File: config.mk
export PLATFORM = sky130hd
export DESIGN_NAME = seg7_capture_decoder
export DESIGN_NICKNAME = d
export VERILOG_FILES = /design/src/rtl/seg7_capture_decoder.sv
export SDC_FILE = /design/constraint.sdc
export NUM_CORES = 1
export LEC_CHECK = 0
export BUFFER_PORTS_ARGS = -buffer_cell sky130_fd_sc_hd__buf_2
export CORE_MARGIN = 5
export CORE_UTILIZATION = 40
export CTS_BUF_LIST = sky130_fd_sc_hd__clkbuf_16
export CTS_CLUSTER_SIZE = 30
export DETAILED_ROUTE_END_ITERATION = 6
export SLEW_MARGIN = 20
export SYNTH_ARGS = -nofsm -noshare
export SYNTH_HDL_FRONTEND = slang
export SYNTH_SLANG_ARGS = --single-unit
File: constraint.sdc
create_clock -name clk -period 2.35 [get_ports clk]
set_input_delay 0.235 -clock clk [delete_from_list [all_inputs] [get_ports clk]]
set_output_delay 0.235 -clock clk [all_outputs]
set_load 0.01 [all_outputs]
File: src/rtl/seg7_capture_decoder.sv
// Recovers BCD digits from a time-multiplexed 7-segment bus and assembles one packed word per scan.
// Define SEG7_ALT_GLYPH_EN to also accept the alternate 6/7/9 glyphs (1F, 72, 73).
module seg7_capture_decoder #(
  parameter int NDIG   = 2,
  parameter int SETTLE = 3,
  localparam int IDX_W = (NDIG > 1) ? $clog2(NDIG) : 1
) (
  input  logic              clk,
  input  logic              rst,
  input  logic [6:0]        seg,
  input  logic [NDIG-1:0]   dig_en,
  output logic              digit_valid,
  output logic [IDX_W-1:0]  digit_idx,
  output logic [3:0]        digit_bcd,
  output logic [4*NDIG-1:0] bcd_out,
  output logic              frame_valid,
  output logic              frame_err
);

  localparam int CNT_W = $clog2(SETTLE + 1);

  typedef enum logic [1:0] {BLANK, SETTLING, SAMPLED} state_t;

  state_t            state, state_nxt;
  logic [CNT_W-1:0]  cnt, cnt_nxt;
  logic [6:0]        seg_p0;
  logic [NDIG-1:0]   dig_p0;
  logic [4*NDIG-1:0] stage, stage_nxt;
  logic [NDIG-1:0]   mask, mask_nxt;
  logic              bad;
  logic              changed, onehot, multi, take, commit, has_bad_glyph;
  logic [IDX_W-1:0]  idx;
  logic [3:0]        bcd;

  function automatic logic [3:0] decode(input logic [6:0] s);
    case (s)
      7'h7E:   decode = 4'd0;
      7'h30:   decode = 4'd1;
      7'h6D:   decode = 4'd2;
      7'h79:   decode = 4'd3;
      7'h33:   decode = 4'd4;
      7'h5B:   decode = 4'd5;
      7'h5F:   decode = 4'd6;
      7'h70:   decode = 4'd7;
      7'h7F:   decode = 4'd8;
      7'h7B:   decode = 4'd9;
`ifdef SEG7_ALT_GLYPH_EN
      7'h1F:   decode = 4'd6;
      7'h72:   decode = 4'd7;
      7'h73:   decode = 4'd9;
`endif
      default: decode = 4'hF;
    endcase
  endfunction

  always_comb begin
    changed = (seg != seg_p0) || (dig_en != dig_p0);
    onehot  = (dig_en != '0) && ((dig_en & (dig_en - NDIG'(1))) == '0);
    multi   = (dig_en != '0) && !onehot;

    state_nxt = state;
    cnt_nxt   = cnt;
    take      = 1'b0;
    if (!onehot) begin
      state_nxt = BLANK;
      cnt_nxt   = '0;
    end else if (changed || state != SAMPLED) begin
      // The cycle a new value first appears counts as its first stable cycle.
      cnt_nxt = (changed || state == BLANK) ? '0 : cnt + CNT_W'(1);
      if (cnt_nxt == CNT_W'(SETTLE - 1)) begin
        take      = 1'b1;
        state_nxt = SAMPLED;
      end else begin
        state_nxt = SETTLING;
      end
    end

    idx = '0;
    for (int i = 0; i < NDIG; i++) begin
      if (dig_en[i]) idx = IDX_W'(i);
    end
    bcd = decode(seg);

    stage_nxt = stage;
    stage_nxt[idx*4 +: 4] = bcd;
    mask_nxt = mask | (NDIG'(1) << idx);
    commit   = take && (mask_nxt == '1);

    has_bad_glyph = 1'b0;
    for (int k = 0; k < NDIG; k++) begin
      if (stage_nxt[k*4 +: 4] == 4'hF) has_bad_glyph = 1'b1;
    end
  end

  // Stage boundary: input history, strobe tracking and frame assembly registers.
  always_ff @(posedge clk or posedge rst) begin
    if (rst) begin
      state       <= BLANK;
      cnt         <= '0;
      seg_p0      <= '0;
      dig_p0      <= '0;
      stage       <= '0;
      mask        <= '0;
      bad         <= 1'b0;
      digit_valid <= 1'b0;
      digit_idx   <= '0;
      digit_bcd   <= '0;
      bcd_out     <= '0;
      frame_valid <= 1'b0;
      frame_err   <= 1'b0;
    end else begin
      state       <= state_nxt;
      cnt         <= cnt_nxt;
      seg_p0      <= seg;
      dig_p0      <= dig_en;
      digit_valid <= take;
      frame_valid <= commit;
      frame_err   <= commit && (has_bad_glyph || bad);
      // A bad enable seen on the commit edge belongs to the following frame.
      bad         <= commit ? multi : (bad || multi);
      if (take) begin
        digit_idx <= idx;
        digit_bcd <= bcd;
        stage     <= stage_nxt;
        mask      <= commit ? '0 : mask_nxt;
        if (commit) bcd_out <= stage_nxt;
      end
    end
  end

endmodule

==> metrics.cfg, run 1 <==
[setup_path]
r2r_end = bcd_out[0]
r2r_start = dig_p0[0]
r2r_cells = 9
start_kind = register
critPathLaunch = dig_p0[0]
endpoint = bcd_out[0]
regToRegSetupSlack_ns = 0.34
crit_required_ns = 2.53
worstSetupPathType = reg -> reg
cp.arrival_ns = 2.19
crit_path_end_kind = register
critPathMaxFanout = 7

[synthesis]
ys_types = 48
async_reset_ff_frac = 1.00
synth_area_leaders = dfrtp_1 (52%), mux2_2 (7.0%), xor2_1 (3.7%)
synth_fa_ha_area_frac = 0.00652
synth_top_family_by_area = simple AND/OR/NAND/NOR gates
yosys-mux-area-fraction = 0.0965
yosysWarnings = 0
synth_top_area_frac = 0.522
synthesis.area_um2 = 1920
yosys.area_share.simple = 0.170
synth-seq-cells = 40
synth-xor-area-share = 0.0457
synth-edff-count = 0
syn_avg_cell_area_um2 = 11.0
synth_cells = 174
yosysSeqAreaShare = 0.522
synth-compound-area-share = 0.123
synth_fp_nets = 186
yosysTopAreaCell = dfrtp_1
synthFlopType = dfrtp_1

[floorplan]
start_util = 0.409
num_rows = 25
ios = 27
die_w_um = 79.2
core_um2 = 4690
die_h_um = 79.2
dieArea_um2 = 6280

[grt]
antenna_found_initial = 0
overflow = 0
grt_pass1_vias = 1289
grt_use_total = 0.134
grt_start_max_net_pins = 41
grt_pass1_wl_um = 6520

[cells_and_area]
areaGrowthSynthToFinish_pct = 19.3
multiInputGateArea_um2 = 847
filler_cell_count = 455
drive_above_1_share = 0.288
seq_area_um2 = 1000
num_antenna_cells = 0
nets = 219

[clock_tree]
cts_buffer_depth = 2
cts_resized = 0
hold_buffers = 0
cts_root_buffer = clkbuf_16
h-tree-depth = 2
clk_pin_slew_worst_paths_ns = 0.06
clock-sinks = 40
postCtsSetupRepairBufs = 0
cts_tree = built
clock_latency_ns = 0.29
cts_inserted_buffers = 5

[status]
status = finished clean

[timing]
fmax_ghz = 0.497
hold_viol_final = 0
skew_ns = 0.00710
setup_tns_ns = 0
worst-slew-pin-transition_ns = 0.506
finalCritPeriodShare = 0.856
timing.final.ws_setup_ns = 0.338
fin_crit_ns = 2.01
setup_violations = 0
rsz0062_at_grt = false
slew_headroom = 0.659
slew_viol_final = 0

[routing]
drt-total-wl_um = 3840
vias = 1347
first_iter_violations = 35
postRouteAntennaNets = 0
drt-pass1-iter-count = 4
vias_per_cell = 5.14
drc_errors = 0
wire_per_inst_um = 14.7

[power]
leakage_nw = 1.16
power_mw = 1.56
p_per_area_nw_per_um2 = 682
max-vdd-ir-drop_mv = 0.327

[placed_design]
hpwl_um = 2740
port_buffers = 26
gp_congestion = 0.861
pre_cts_ws_ns = 0.108

[flow_run]
drv_cap = 0

[min_path]
hp-class = in -> async

[cells in the final DEF, fill, tap and decap left out, types with 3 or more instances in the layout]
master     count
dfrtp_1       40
buf_2         26
nand2_1       15
nor2_1        14
mux2_2        12
inv_1          9
xor2_1         8
a21oi_1        7
buf_4          6
o21ai_0        5
clkbuf_16      5
nand3_1        4
and3b_1        3
and3_1         3
nor2b_1        3
o21ai_1        3
[worst max-delay path: stages (launching register included)]
cell      delay (ns)
dfrtp_1         0.37
xor2_1          0.16
nor4_1          0.26
and3b_1         0.23
nand2_1         0.12
inv_2           0.07
nor2b_1         0.17
buf_4           0.18
o311ai_0        0.20
o21a_1          0.16
[metrics by stage]
stage / std cells / util / cell area, um^2 / hold slack [ns]
finish: 262 / 0.488 / 2290 / 0.0648
global route: 262 / 0.488 / 2290 / 0.104
CTS: 262 / 0.488 / 2290 / 0.0876
detailed placement: 254 / 0.453 / 2120 / 0.387
global placement: 254 / 0.453 / 2120 / 0.386
floorplan: 174 / - / 1920 / 0.266
[layer usage]
metal  global-route usage  up-vias  wire, um
met5                    0        -         0
met4               0.0567        0        73
met3               0.0363        7       131
met2                0.183       23      1640
met1                0.199      637      2000
li1                     -      680         -
[state kept, by name, summed over array words and instances (netlist names)]
| signal | count |
|---|---|
| dig_p0 | 2 |
| mask | 2 |
| digit_valid | 1 |
| frame_err | 1 |
| bad | 1 |
| state | 2 |
| stage | 8 |
| bcd_out | 8 |
| cnt | 2 |
| digit_bcd | 4 |
| digit_idx | 1 |
| frame_valid | 1 |
| seg_p0 | 7 |
[logic make-up after synthesis]
logic type	count (synthesis)
compound gates	33
xor+xnor	10
fa+ha+maj	1
buf+inv	15
flops	40
mux	16
simple gates	59
[cells in the mapped netlist, drive strengths merged, types with 2 or more instances]
cell type  instances
dfrtp             40
nand2             15
mux2              14
nor2              14
inv                9
o21ai              8
xor2               8
a21oi              7
nand3              5
buf                4
and3               3
and3b              3
nor2b              3
or3                3
a31oi              2
and2               2
clkbuf             2
mux2i              2
nand2b             2
nor3b              2
o211ai             2
o21a               2
o21bai             2
o22ai              2
o311ai             2
o31ai              2
xnor2              2
[how the worst min path moves through the flow]
stage | start | to | cells after the start
2_1_floorplan | dig_en[0] | dig_p0[0] | 0
3_3_place_gp | rst | cnt[0] | 3
3_5_place_dp | rst | cnt[0] | 3
4_1_cts | rst | cnt[0] | 3
5_1_grt | dig_en[0] | dig_p0[0] | 1
6_report | rst | bcd_out[0] | 3
[where the power goes]
part,switching (mW),internal (mW)
combinational,0.0620,0.0371
sequential,0.00440,0.699
clock,0.263,0.495
[layout make-up]
cell class	count	share of cell area
multi-input cells	119	0.370
well taps	54	0.0295
inverters	9	0.0148
clock buffers	5	0.0547
repair buffers	32	0.0765
flip-flops and latches	40	0.437
clock inverters	3	0.0169
Power figures use the tool's default switching activity.
==> run 2, diff against run 1 <==
Settings changed: ABC_AREA set to 1.
==> run 2 against run 1 <==
Core utilization fell by 0.77 points. First-iteration DRC count rose by 100%. Synthesized cell count rose by 34%. Synthesized area fell by 0.39%. Combinational power rose by 9%. Highest routed layer unchanged.
==> metrics.cfg, run 2 <==
[cells_and_area]
num_antenna_cells = 0  ; unchanged
fin_util = 0.480  ; -0.00773
largestRegisters = bcd_out x8, stage x8, seg_p0 x7
final_cell_mix = nand2_1 (75), dfrtp_1 (40), buf_2 (26)
nets = 278  ; +27%
drive_above_1_share = 0.184  ; -0.104
final_common_cell = nand2_1
areaGrowthSynthToFinish_pct = 17.9

[synthesis]
synthesis.area_um2 = 1910  ; -0.39%
yosys-mux-area-fraction = 0  ; -0.0965
synthFlopType = dfrtp_1
synth-compound-area-share = 0.0910  ; -0.0316
synth_most_common_cell = nand2_1
synth_top_family_by_area = simple AND/OR/NAND/NOR gates
synth_fp_nets = 245  ; +32%
synth_cells = 233  ; +34%
synth-xor-area-share = 0.0275  ; -0.0182
yosysSeqAreaShare = 0.524  ; +0.00205
synth-edff-count = 0  ; unchanged
synth_common_cells = nand2_1 (75), dfrtp_1 (40), nor2_1 (25), inv_1 (20), o21ai_1 (16)
yosys.area_share.simple = 0.293  ; +0.122
yosysWarnings = 0  ; unchanged
ys_types = 26  ; -46%
synth_fa_ha_area_frac = 0.00655  ; +0.0000256
synth_top_area_frac = 0.524  ; +0.00205
synth-seq-cells = 40  ; unchanged
synth_area_leaders = dfrtp_1 (52%), nand2_1 (15%), nor2_1 (4.9%)
yosysTopAreaCell = dfrtp_1
syn_avg_cell_area_um2 = 8.20  ; -26%
async_reset_ff_frac = 1.00  ; unchanged

[clock_tree]
cts_buffer_depth = 2  ; unchanged
cts_resized = 0  ; unchanged
cts_root_buffer = clkbuf_16
clock_latency_ns = 0.28  ; about the same
postCtsSetupRepairBufs = 0  ; unchanged
hold_buffers = 0  ; unchanged
cts_inserted_buffers = 5  ; unchanged
clk_pin_slew_worst_paths_ns = 0.06  ; about the same
clock-sinks = 40  ; unchanged
h-tree-depth = 2  ; unchanged
cts_tree = built

[setup_path]
critPathBufInv = 1  ; -1
crit_top_cell = nand2_1
r2r_end = bcd_out[2]
r2r_cells = 10  ; +1
critPathMaxFanout = 16  ; +9
crit_chain = nand2_1 > nand2_1 > nor2_1 > nand4_1 > nor2_2 > nand4_4 > clkinv_2 > o211ai_4 > nand2_1 > o21ai_1
regToRegSetupSlack_ns = 0.57  ; +0.23 ns
crit_path_end_kind = register
worstSetupPathType = reg -> reg
cp.arrival_ns = 1.93  ; -0.26 ns
cpPeakStageDelay_ns = 0.37  ; about the same
crit_required_ns = 2.50  ; -0.03 ns
r2r_start = dig_p0[0]
start_kind = register
cp_top_family = simple AND/OR/NAND/NOR gates
critPathSlowestCell = dfrtp_1

[timing]
rsz0062_at_grt = false
worst-slew-pin-transition_ns = 0.507  ; +0.00138 ns
finalCritPeriodShare = 0.757  ; -0.0989
timing.final.ws_setup_ns = 0.571  ; +0.232 ns
setup_tns_ns = 0  ; unchanged
skew_ns = 0.00411  ; -0.00300 ns
setup_violations = 0  ; unchanged
slew_headroom = 0.662  ; +0.00336
slew_viol_final = 0  ; unchanged
fmax_ghz = 0.562  ; +13%
fin_crit_ns = 1.78  ; -0.232 ns
hold_viol_final = 0  ; unchanged

[grt]
top_usage_layer = met2
antenna_found_initial = 0  ; unchanged
gr-usage-met2 = 0.228  ; +0.0455
overflow = 0  ; unchanged
use_met1 = 0.208  ; +0.00856
grt_use_met3 = 0.0317  ; -0.00454
grt_pass1_wl_um = 7220  ; +11%
grt_start_max_net_pins = 41  ; unchanged
grt_pass1_vias = 1517  ; +18%
grt_use_total = 0.149  ; +0.0141

[min_path]
hp-class = in -> async

[power]
p_per_area_nw_per_um2 = 646  ; -5.3%
leakage_nw = 1.21  ; +4.0%
power_mw = 1.45  ; -6.8%
max-vdd-ir-drop_mv = 0.258  ; -21%

[routing]
wire_per_inst_um = 12.5  ; -14%
drt-total-wl_um = 4020  ; +4.6%
drt-pass1-iter-count = 4  ; unchanged
vias_per_cell = 4.79  ; -6.8%
first_iter_violations = 71  ; +100%
drc_errors = 0  ; unchanged
postRouteAntennaNets = 0  ; unchanged
vias = 1534  ; +14%

[flow_run]
drv_cap = 0  ; unchanged

[floorplan]
dieArea_um2 = 6260  ; -0.34%
die_h_um = 79.1  ; -0.17%
start_util = 0.407  ; -0.00160
core_um2 = 4690  ; unchanged
ios = 27  ; unchanged
die_w_um = 79.1  ; -0.17%
num_rows = 25  ; unchanged

[placed_design]
hpwl_um = 2950  ; +7.7%
gp_congestion = 0.809  ; -6.1%
port_buffers = 26  ; unchanged
pre_cts_ws_ns = 0.389  ; +0.281 ns

[status]
status = finished clean

-- run 2: through the flow --
| step | hold WS (ns) | area (um^2) | cells |
|---|---|---|---|
| 6_report | 0.0644 | 2250 | 320 |
| 5_1_grt | 0.121 | 2250 | 320 |
| 4_1_cts | 0.0902 | 2250 | 320 |
| 3_5_place_dp | 0.387 | 2110 | 313 |
| 3_3_place_gp | 0.386 | 2110 | 313 |
| 2_1_floorplan | 0.266 | 1910 | 233 |
-- run 2: layer usage --
metal	wire length, um	part of all wire
met1	2020	0.50
met2	1800	0.45
met3	124	0.031
met4	65	0.016
met5	0	0
-- run 2: report_power, final --
| part | internal (mW) | switching, mW | leakage, nW |
|---|---|---|---|
| clock network | 0.385 | 0.256 | 0.0657 |
| logic | 0.0352 | 0.0731 | 0.631 |
| registers | 0.699 | 0.00671 | 0.515 |
-- run 2: worst min-delay path, cell delays in order --
cell   delay (ns)
buf_2        0.09
inv_1        0.04
buf_4        0.42
-- run 2: final cells by class --
class | instances | area (um^2)
well taps | 54 | 67.6
clock buffers | 5 | 125
multi-input cells | 166 | 798
clock inverters | 2 | 12.5
flip-flops and latches | 40 | 1000
repair buffers | 30 | 160
fillers | 471 | 2440
inverters | 23 | 87.6
-- run 2: how the worst max path moves through the flow --
stage              start          to  slack [ns]  depth (start not counted)
2_1_floorplan     seg[0]   frame_err        0.75                         14
3_3_place_gp      seg[6]   frame_err        0.43                         13
3_5_place_dp   dig_en[1]  bcd_out[2]        0.39                         12
4_1_cts        dig_p0[0]  bcd_out[2]        0.55                         10
5_1_grt        dig_p0[0]  bcd_out[6]        0.36                         10
6_report       dig_p0[0]  bcd_out[2]        0.57                         10
-- run 2: kinds of logic after synthesis --
family                   Yosys count
adder cells (fa/ha/maj)            1
AO/OA/AOI/OAI                     29
AND/OR/NAND/NOR                  130
flip-flops                        40
XOR/XNOR                           6
buffers and inverters             27
==> run 3, diff against run 2 <==
Clock period 2.35 ns to 1.55 ns, I/O delays scaled along.
==> run 3 against run 2 <==
The flow now finishes with violations (negative hold slack, negative setup slack). Core utilization grew 6.4 points. Register-to-register slack worse by 0.64 ns. Clock-buffer cell count stayed put. Final area is 13% higher. Setup slack got worse by 0.64 ns. Sequential share of layout area fell by 5.2 points. Critical path type unchanged.
==> metrics.cfg, run 3 (synthesized netlist as in run 2, its figures left out) <==
[timing]
whs_ns = -0.0126  ; -0.0770 ns
rsz0062_at_grt = true
hold_viol_final = 40  ; +40
timing.final.ws_setup_ns = -0.0662  ; -0.637 ns
fmax_ghz = 0.619  ; +10%
fin_crit_ns = 1.62  ; -0.163 ns
finalCritPeriodShare = 1.04  ; +0.285
setup_violations = 22  ; +22
slew_viol_final = 0  ; unchanged
slew_headroom = 0.667  ; +0.00548
worst-slew-pin-transition_ns = 0.499  ; -0.00823 ns
skew_ns = 0.00269  ; -0.00142 ns

[grt]
overflow = 0  ; unchanged
grt_use_total = 0.152  ; +0.00384
gr-usage-met2 = 0.245  ; +0.0168
grt_pass1_vias = 1609  ; +6.1%
grt_use_met3 = 0.0317  ; unchanged
top_usage_layer = met2
antenna_found_initial = 0  ; unchanged
grt_start_max_net_pins = 41  ; unchanged
grt_pass1_wl_um = 7420  ; +2.7%
use_met1 = 0.203  ; -0.00492

[routing]
drc_errors = 0  ; unchanged
vias = 1665  ; +8.5%
vias_per_cell = 4.77  ; -0.48%
drt-pass1-iter-count = 4  ; unchanged
first_iter_violations = 70  ; -1.4%
postRouteAntennaNets = 0  ; unchanged
wire_per_inst_um = 12.1  ; -3.6%
drt-total-wl_um = 4220  ; +5.1%

[status]
violations = negative hold slack, negative setup slack
status = finished with violations

[clock_tree]
h-tree-depth = 2  ; unchanged
cts_inserted_buffers = 5  ; unchanged
clock_latency_ns = 0.28  ; about the same
cts_buffer_depth = 2  ; unchanged
cts_root_buffer = clkbuf_16
cts_tree = built
clk_pin_slew_worst_paths_ns = 0.06  ; about the same
clock-sinks = 40  ; unchanged

[power]
clock_power_share = 0.483  ; +0.042
switching_power_mw = 0.558  ; +66%
p_per_area_nw_per_um2 = 966  ; +50%
p_int_mw = 1.91  ; +71%
leakage_nw = 1.37  ; +13%
combPwrFrac = 0.083  ; +0.009
swShare = 0.226  ; -0.00472
max-vdd-ir-drop_mv = 0.495  ; +92%
seq_power_share = 0.433  ; -0.052

[placed_design]
gp_congestion = 0.806  ; -0.35%
port_buffers = 26  ; unchanged
pre_cts_ws_ns = -0.138  ; -0.527 ns
dp_cells = 338  ; +8.0%
hpwl_um = 2960  ; +0.30%

[cells_and_area]
fin_cells = 349  ; +9.1%
final_common_cell = nand2_1
areaGrowthSynthToFinish_pct = 33.6
largestRegisters = bcd_out x8, stage x8, seg_p0 x7
num_antenna_cells = 0  ; unchanged
drive_above_1_share = 0.288  ; +0.104
final_cell_mix = nand2_1 (72), dfrtp_1 (40), buf_4 (29)
nets = 306  ; +10%

[floorplan]
die_w_um = 79.1  ; unchanged
core_um2 = 4690  ; unchanged
num_rows = 25  ; unchanged
dieArea_um2 = 6260  ; unchanged
start_util = 0.407  ; unchanged
ios = 27  ; unchanged
die_h_um = 79.1  ; unchanged

[setup_path]
critPathSlowestCell = dfrtp_1
critPathMaxFanout = 8  ; -8
crit_path_end_kind = register
crit_required_ns = 1.71  ; -0.79 ns
r2r_cells = 10  ; unchanged
crit_top_cell = nand2_1
r2r_end = bcd_out[7]
crit_chain = nand2_1 > nand2_1 > nor2_2 > nand4_1 > nor2_2 > nand4_4 > clkinv_4 > o211ai_4 > nand2_1 > o21ai_1
critPathBufInv = 1  ; unchanged
worstSetupPathType = reg -> reg
start_kind = register
r2r_start = dig_p0[1]
cp.arrival_ns = 1.78  ; -0.15 ns
cp_top_family = simple AND/OR/NAND/NOR gates
cpPeakStageDelay_ns = 0.37  ; about the same
regToRegSetupSlack_ns = -0.07  ; -0.64 ns

[min_path]
hp-class = in -> async

[flow_run]
drv_cap = 0  ; unchanged

-- run 3: changes by cell type in the layout (fill, tap and decap cells not counted), sizes merged --
cell	before	now
inv	22	23
buf	30	57
bufinv	0	1
clkinv	2	1
o211ai	3	4
-- run 3: what timing repair did --
item | in CTS | in global routing
setup endpoints to repair | 24 | 28
pin swaps | 6 | 10
hold endpoints to repair | 0 | 0
gates resized for setup | 9 | 3
buffers inserted | 2 | 1
hold buffers | 0 | 0
cloned | 1 | 0
-- run 3: layout make-up --
class | count | area (um^2)
Clock buffer | 5 | 125
Clock inverter | 3 | 46.3
Fill cell | 461 | 2140
Inverter | 23 | 91.3
Multi-Input combinational cell | 167 | 851
Sequential cell | 40 | 1000
Tap cell | 54 | 67.6
Timing Repair Buffer | 57 | 370
-- run 3: routing by layer --
layer,wire (um),vias to the layer above
li1,-,866
met1,2010,762
met2,2000,31
met3,157,6
met4,59,0
met5,0,-
-- run 3: worst max-delay path by stage --
stage / slack [ns] / cells after the start / startpoint / to
after global routing: -0.25 / 11 / dig_p0[1] / bcd_out[1]
after CTS: -0.14 / 10 / dig_p0[0] / bad
after global placement: -0.1 / 10 / dig_p0[1] / bcd_out[1]
after detailed placement: -0.14 / 10 / dig_p0[1] / bcd_out[0]
final: -0.07 / 10 / dig_p0[1] / bcd_out[7]
after floorplan: 0.001 / 11 / dig_p0[1] / bcd_out[7]
-- run 3: power groups by stage --
stage          Combinational, mW  Clock [mW]  Sequential (mW)
3_3_place_gp               0.200           0             1.09
4_1_cts                    0.207        1.21             1.07
3_5_place_dp               0.201           0             1.09
6_report                   0.206        1.19             1.07
5_1_grt                    0.235        1.25             1.07
2_1_floorplan              0.108           0             1.09
-- run 3: worst reg2reg max path, cell delays in order (launching register included) --
cell and delay (ns):
dfrtp_1 0.37, nand2_1 0.06, nand2_1 0.06, nor2_2 0.12, nand4_1 0.10, nor2_2 0.17
nand4_4 0.18, clkinv_4 0.14, o211ai_4 0.13, nand2_1 0.10, o21ai_1 0.06
-- run 3: per-stage QoR --
stage / TNS (ns) / utilization / area, um^2 / power (mW)
4_1_cts: -2.36 / 0.540 / 2530 / 2.48
3_3_place_gp: -1.07 / 0.491 / 2310 / 1.29
3_5_place_dp: -1.71 / 0.491 / 2310 / 1.29
5_1_grt: -4.98 / 0.544 / 2550 / 2.56
6_report: -0.800 / 0.544 / 2550 / 2.47
2_1_floorplan: 0 / - / 1910 / 1.19
